File: config.mk
export PLATFORM = sky130hd
export DESIGN_NAME = msrv32_integer_file
export DESIGN_NICKNAME = d
export VERILOG_FILES = /design/src/rtl/msrv32_integer_file.sv
export SDC_FILE = /design/constraint.sdc
export NUM_CORES = 2
export LEC_CHECK = 0
export BUFFER_PORTS_ARGS = -buffer_cell sky130_fd_sc_hd__buf_2
export CORE_AREA = 2 2 293 295
export DETAILED_ROUTE_END_ITERATION = 16
export DIE_AREA = 0 0 295 297
export GPL_TIMING_DRIVEN = 0
export PLACE_DENSITY = 0.86
export SYNTH_ARGS = -nofsm -noshare
export SYNTH_HDL_FRONTEND = slang
export SYNTH_SLANG_ARGS = --single-unit
File: constraint.sdc
create_clock -name ms_riscv32_mp_clk_in -period 41.3 [get_ports ms_riscv32_mp_clk_in]
set_input_delay 2.065 -clock ms_riscv32_mp_clk_in [delete_from_list [all_inputs] [get_ports ms_riscv32_mp_clk_in]]
set_output_delay 2.065 -clock ms_riscv32_mp_clk_in [all_outputs]
set_load 0.005 [all_outputs]
File: src/rtl/msrv32_integer_file.sv
// Integer register file x0-x31 with two combinational read ports and one write port.
// Same-cycle write-to-read bypass lets a dependent read see the value being written back.
module msrv32_integer_file #(
  parameter int               XLEN        = 32,
  parameter logic [XLEN-1:0]  RESET_VALUE = '0
) (
  input  logic             ms_riscv32_mp_clk_in,
  input  logic             ms_riscv32_mp_rst_in,
  input  logic [4:0]       rs_1_addr_in,
  input  logic [4:0]       rs_2_addr_in,
  input  logic [4:0]       rd_addr_in,
  input  logic             wr_en_in,
  input  logic [XLEN-1:0]  rd_in,
  output logic [XLEN-1:0]  rs_1_out,
  output logic [XLEN-1:0]  rs_2_out
);

  // x0 has no storage; only x1-x31 are physical registers.
  logic [XLEN-1:0] regs_q [31:1];
  logic [XLEN-1:0] regs_d [31:1];

  logic write_ok;
  assign write_ok = wr_en_in && (rd_addr_in != 5'd0);

  always_comb begin
    regs_d = regs_q;
    if (write_ok) begin
      regs_d[rd_addr_in] = rd_in;
    end
  end

  always_ff @(posedge ms_riscv32_mp_clk_in or posedge ms_riscv32_mp_rst_in) begin
    if (ms_riscv32_mp_rst_in) begin
      for (int i = 1; i < 32; i++) begin
        regs_q[i] <= RESET_VALUE;
      end
    end else begin
      regs_q <= regs_d;
    end
  end

  // Bypass is held off during reset so the ports show only stored contents.
  logic bypass_ok;
  assign bypass_ok = write_ok && !ms_riscv32_mp_rst_in;

  always_comb begin
    rs_1_out = '0;
    if (rs_1_addr_in != 5'd0) begin
      if (bypass_ok && (rd_addr_in == rs_1_addr_in)) begin
        rs_1_out = rd_in;
      end else begin
        rs_1_out = regs_q[rs_1_addr_in];
      end
    end
  end

  always_comb begin
    rs_2_out = '0;
    if (rs_2_addr_in != 5'd0) begin
      if (bypass_ok && (rd_addr_in == rs_2_addr_in)) begin
        rs_2_out = rd_in;
      end else begin
        rs_2_out = regs_q[rs_2_addr_in];
      end
    end
  end

endmodule

==> flow_summary.ini <==
[status]
outcome = complete, no violations

[setup_path]
cp.arrival_ns = 6.54
critical-path-top-delay-family = buffers and inverters
timing.setup.critical_path_class = in -> out
slowest_delay_ns = 0.79
crit_path_end_kind = output port
path_cells = buf_2 -> inv_8 -> buf_16 -> buf_16 -> buf_16 -> o311ai_1 -> or4_1 -> buf_2 -> buf_1 -> a31oi_1 -> buf_2
cp-start-kind = input pin
slowest_stage = sky130_fd_sc_hd__a31oi_1
cp_num_buf_inv = 8
required_ns = 39.23
worstPathMaxFanout = 129

[finish]
layout-drive-gt1-share_pct = 44.35
reg.largest.list = regs_q: 992 flops
final_common_cell = sky130_fd_sc_hd__mux2_2
nNetsFinal = 4073
registers.top_by_ff_count = regs_q
finalCoreUtilization_pct = 69.90
area_growth_syn_to_layout_pct = 10.32
final_cell_mix = sky130_fd_sc_hd__mux2_2, sky130_fd_sc_hd__dfrtp_1, sky130_fd_sc_hd__mux4_2, sky130_fd_sc_hd__buf_2, sky130_fd_sc_hd__clkbuf_1
largest_register_ff_count = 992

[hold_path]
hold_class = reg -> reg

[yosys]
synth.cell_area_mm2 = 0.05353
synth_nets = 3858
synth-edff-count = 0
synth.top_cell.area_share_pct = 46.38
synth_seq_area_share_pct = 46.38
ys_seq_elements = 992
avgSynthCellArea_um2 = 14.06
synthCells = 3808
post-synth-top-area-cell = sky130_fd_sc_hd__dfrtp_1
post_synth_main_area_contributors = sky130_fd_sc_hd__dfrtp_1, sky130_fd_sc_hd__mux2_2, sky130_fd_sc_hd__mux4_2
synth.yosys.warnings = 0
ys.flop_type = sky130_fd_sc_hd__dfrtp_1
synthArstFlopShare_pct = 100.0
synth.lib_cells_used.distinct = 51

[power_and_ir_drop]
vdd_ir_max_mv = 0.03509
leakage_nw = 25.76
power.density_cell_area_mw_per_mm2 = 49.26
total_design_power_mw = 2.909

[sta]
post_route_clock_period_utilization_pct = 20.83
final-setup-viol-count = 0
tns_ns = 0
slew_viol_final = 0
max-slew-margin-rel_pct = 1.508
rsz0062_at_grt = no
fin_worst_skew_ns = 0
fin_hold_ws_ns = 0.5148
fin_crit_ns = 8.603
finalHoldViolations = 0
timing.final.ws_setup_ns = 32.70
fmax_mhz = 116.2
worst-slew-pin-transition_ns = 1.477

[route]
drc_errors = 0
detail_route.first_pass.iterations = 7
num_vias = 39847
drt_wl_total_mm = 190.1
drt-vias-per-instance = 7.571
routedWlPerCell_um = 36.13
initialDrtViolationCount = 6469
antenna_left = 0

[place]
gp_congestion = 1.029
dp_worst_setup_slack_ns = 32.84
hpwl_mm = 138.9
place.port_buffers = 101

[clocking]
cts.clk_slew.worst_paths_ns = 0.06
worst_skew_late_latency_ns = 0.68
holdBufCountCts = 0
cts_max_path_buffers = 3
tritoncts = done
cts-root-buf = sky130_fd_sc_hd__clkbuf_16
post-cts-setup-buffers = 0
cts_inserted_buffers = 102
htreeDepth = 3
post_cts.resized_instances = 0
clkSinkCount = 992

[floorplan]
placeableCoreArea_mm2 = 0.08448
dieHeight_um = 297
rows = 107
die_w_um = 295
design.die.area_mm2 = 0.08762
starting_utilization_of_the_core_area_pct = 63.36
pin_count = 114

[global_routing]
grt_max_degree = 135
grt_antenna_before_repair = 19
grt_use_total_pct = 43.62
grt_first_pass_wirelength_mm = 272.9
overflow = 0
first_global_vias = 39526

[flow_run]
maxCapViolCount = 0
==> layout make-up <==
| type | count | area, µm² |
|---|---|---|
| Multi-Input combinational cell | 2400 | 26940 |
| Fill cell | 5437 | 25430 |
| Sequential cell | 992 | 24820 |
| Clock buffer | 150 | 2914 |
| Buffer | 411 | 1748 |
| Tap cell | 1144 | 1431 |
| Timing Repair Buffer | 111 | 758.2 |
| Clock inverter | 35 | 374.1 |
| Antenna cell | 15 | 37.54 |
| Inverter | 5 | 26.28 |
==> layer usage <==
| metal | vias to the layer above | wire, µm | share of wire (%) | GRT usage, % |
|---|---|---|---|---|
| li1 | 15007 | - | - | - |
| met1 | 20301 | 66010 | 35 | 57.54 |
| met2 | 3691 | 78910 | 42 | 59.85 |
| met3 | 838 | 30770 | 16 | 18.98 |
| met4 | 10 | 14290 | 7.5 | 25.97 |
| met5 | - | 150 | 0.079 | 0.4435 |
==> cells by family after synthesis <==
family | count (synthesis) | share of synthesized area [%]
multiplexers | 1613 | 41.82
flip-flops | 992 | 46.38
buffers and inverters | 416 | 3.298
AO/OA/AOI/OAI | 394 | 5.222
AND/OR/NAND/NOR | 383 | 3.118
XOR/XNOR | 10 | 0.1636
==> cells in the mapped netlist (all sizes together) (6+ instances only) <==
cell type / count
a2111oi: 31
mux4: 396
nand2: 157
a32oi: 20
clkbuf: 186
a31oi: 61
a22oi: 70
nor3: 13
xnor2: 6
nor2b: 11
a22o: 10
o22ai: 31
mux2: 1026
a311o: 30
nand3: 6
dfrtp: 992
nor2: 144
a221oi: 23
buf: 225
o21ai: 74
a21oi: 25
o221ai: 10
mux2i: 191
nand2b: 24
==> through the flow <==
stage / area, µm² / std cells
floorplan: 53530 / 3808
global placement: 55460 / 5053
detailed placement: 55720 / 5063
CTS: 59010 / 5248
global route: 59030 / 5255
finish: 59050 / 5263
==> path summary, 6_finish.rpt <==
path | start | end | slack (ns) | cells after the start
worst max-delay path | ms_riscv32_mp_rst_in | rs_1_out[12] | 32.70 | 11
worst min-delay path | regs_q[106] | regs_q[106] | 0.51 | 1
worst max register to register | regs_q[536] | regs_q[536] | 40.44 | 1
worst min register to register | regs_q[106] | regs_q[106] | 0.51 | 1
max in group asynchronous | ms_riscv32_mp_rst_in | regs_q[48] | 37.58 | 6
min in group asynchronous | ms_riscv32_mp_rst_in | regs_q[984] | 1.48 | 2
==> where the power goes <==
part | switching [mW] | leakage, nW | internal (mW) | total, mW
combinational | 0.309 | 11.4 | 0.347 | 0.656
clock | 0.410 | 1.62 | 0.526 | 0.937
sequential | 0.155 | 12.7 | 1.16 | 1.32
total | 0.874 | 25.8 | 2.03 | 2.91
Note: power is estimated with default switching activity, not from simulation.
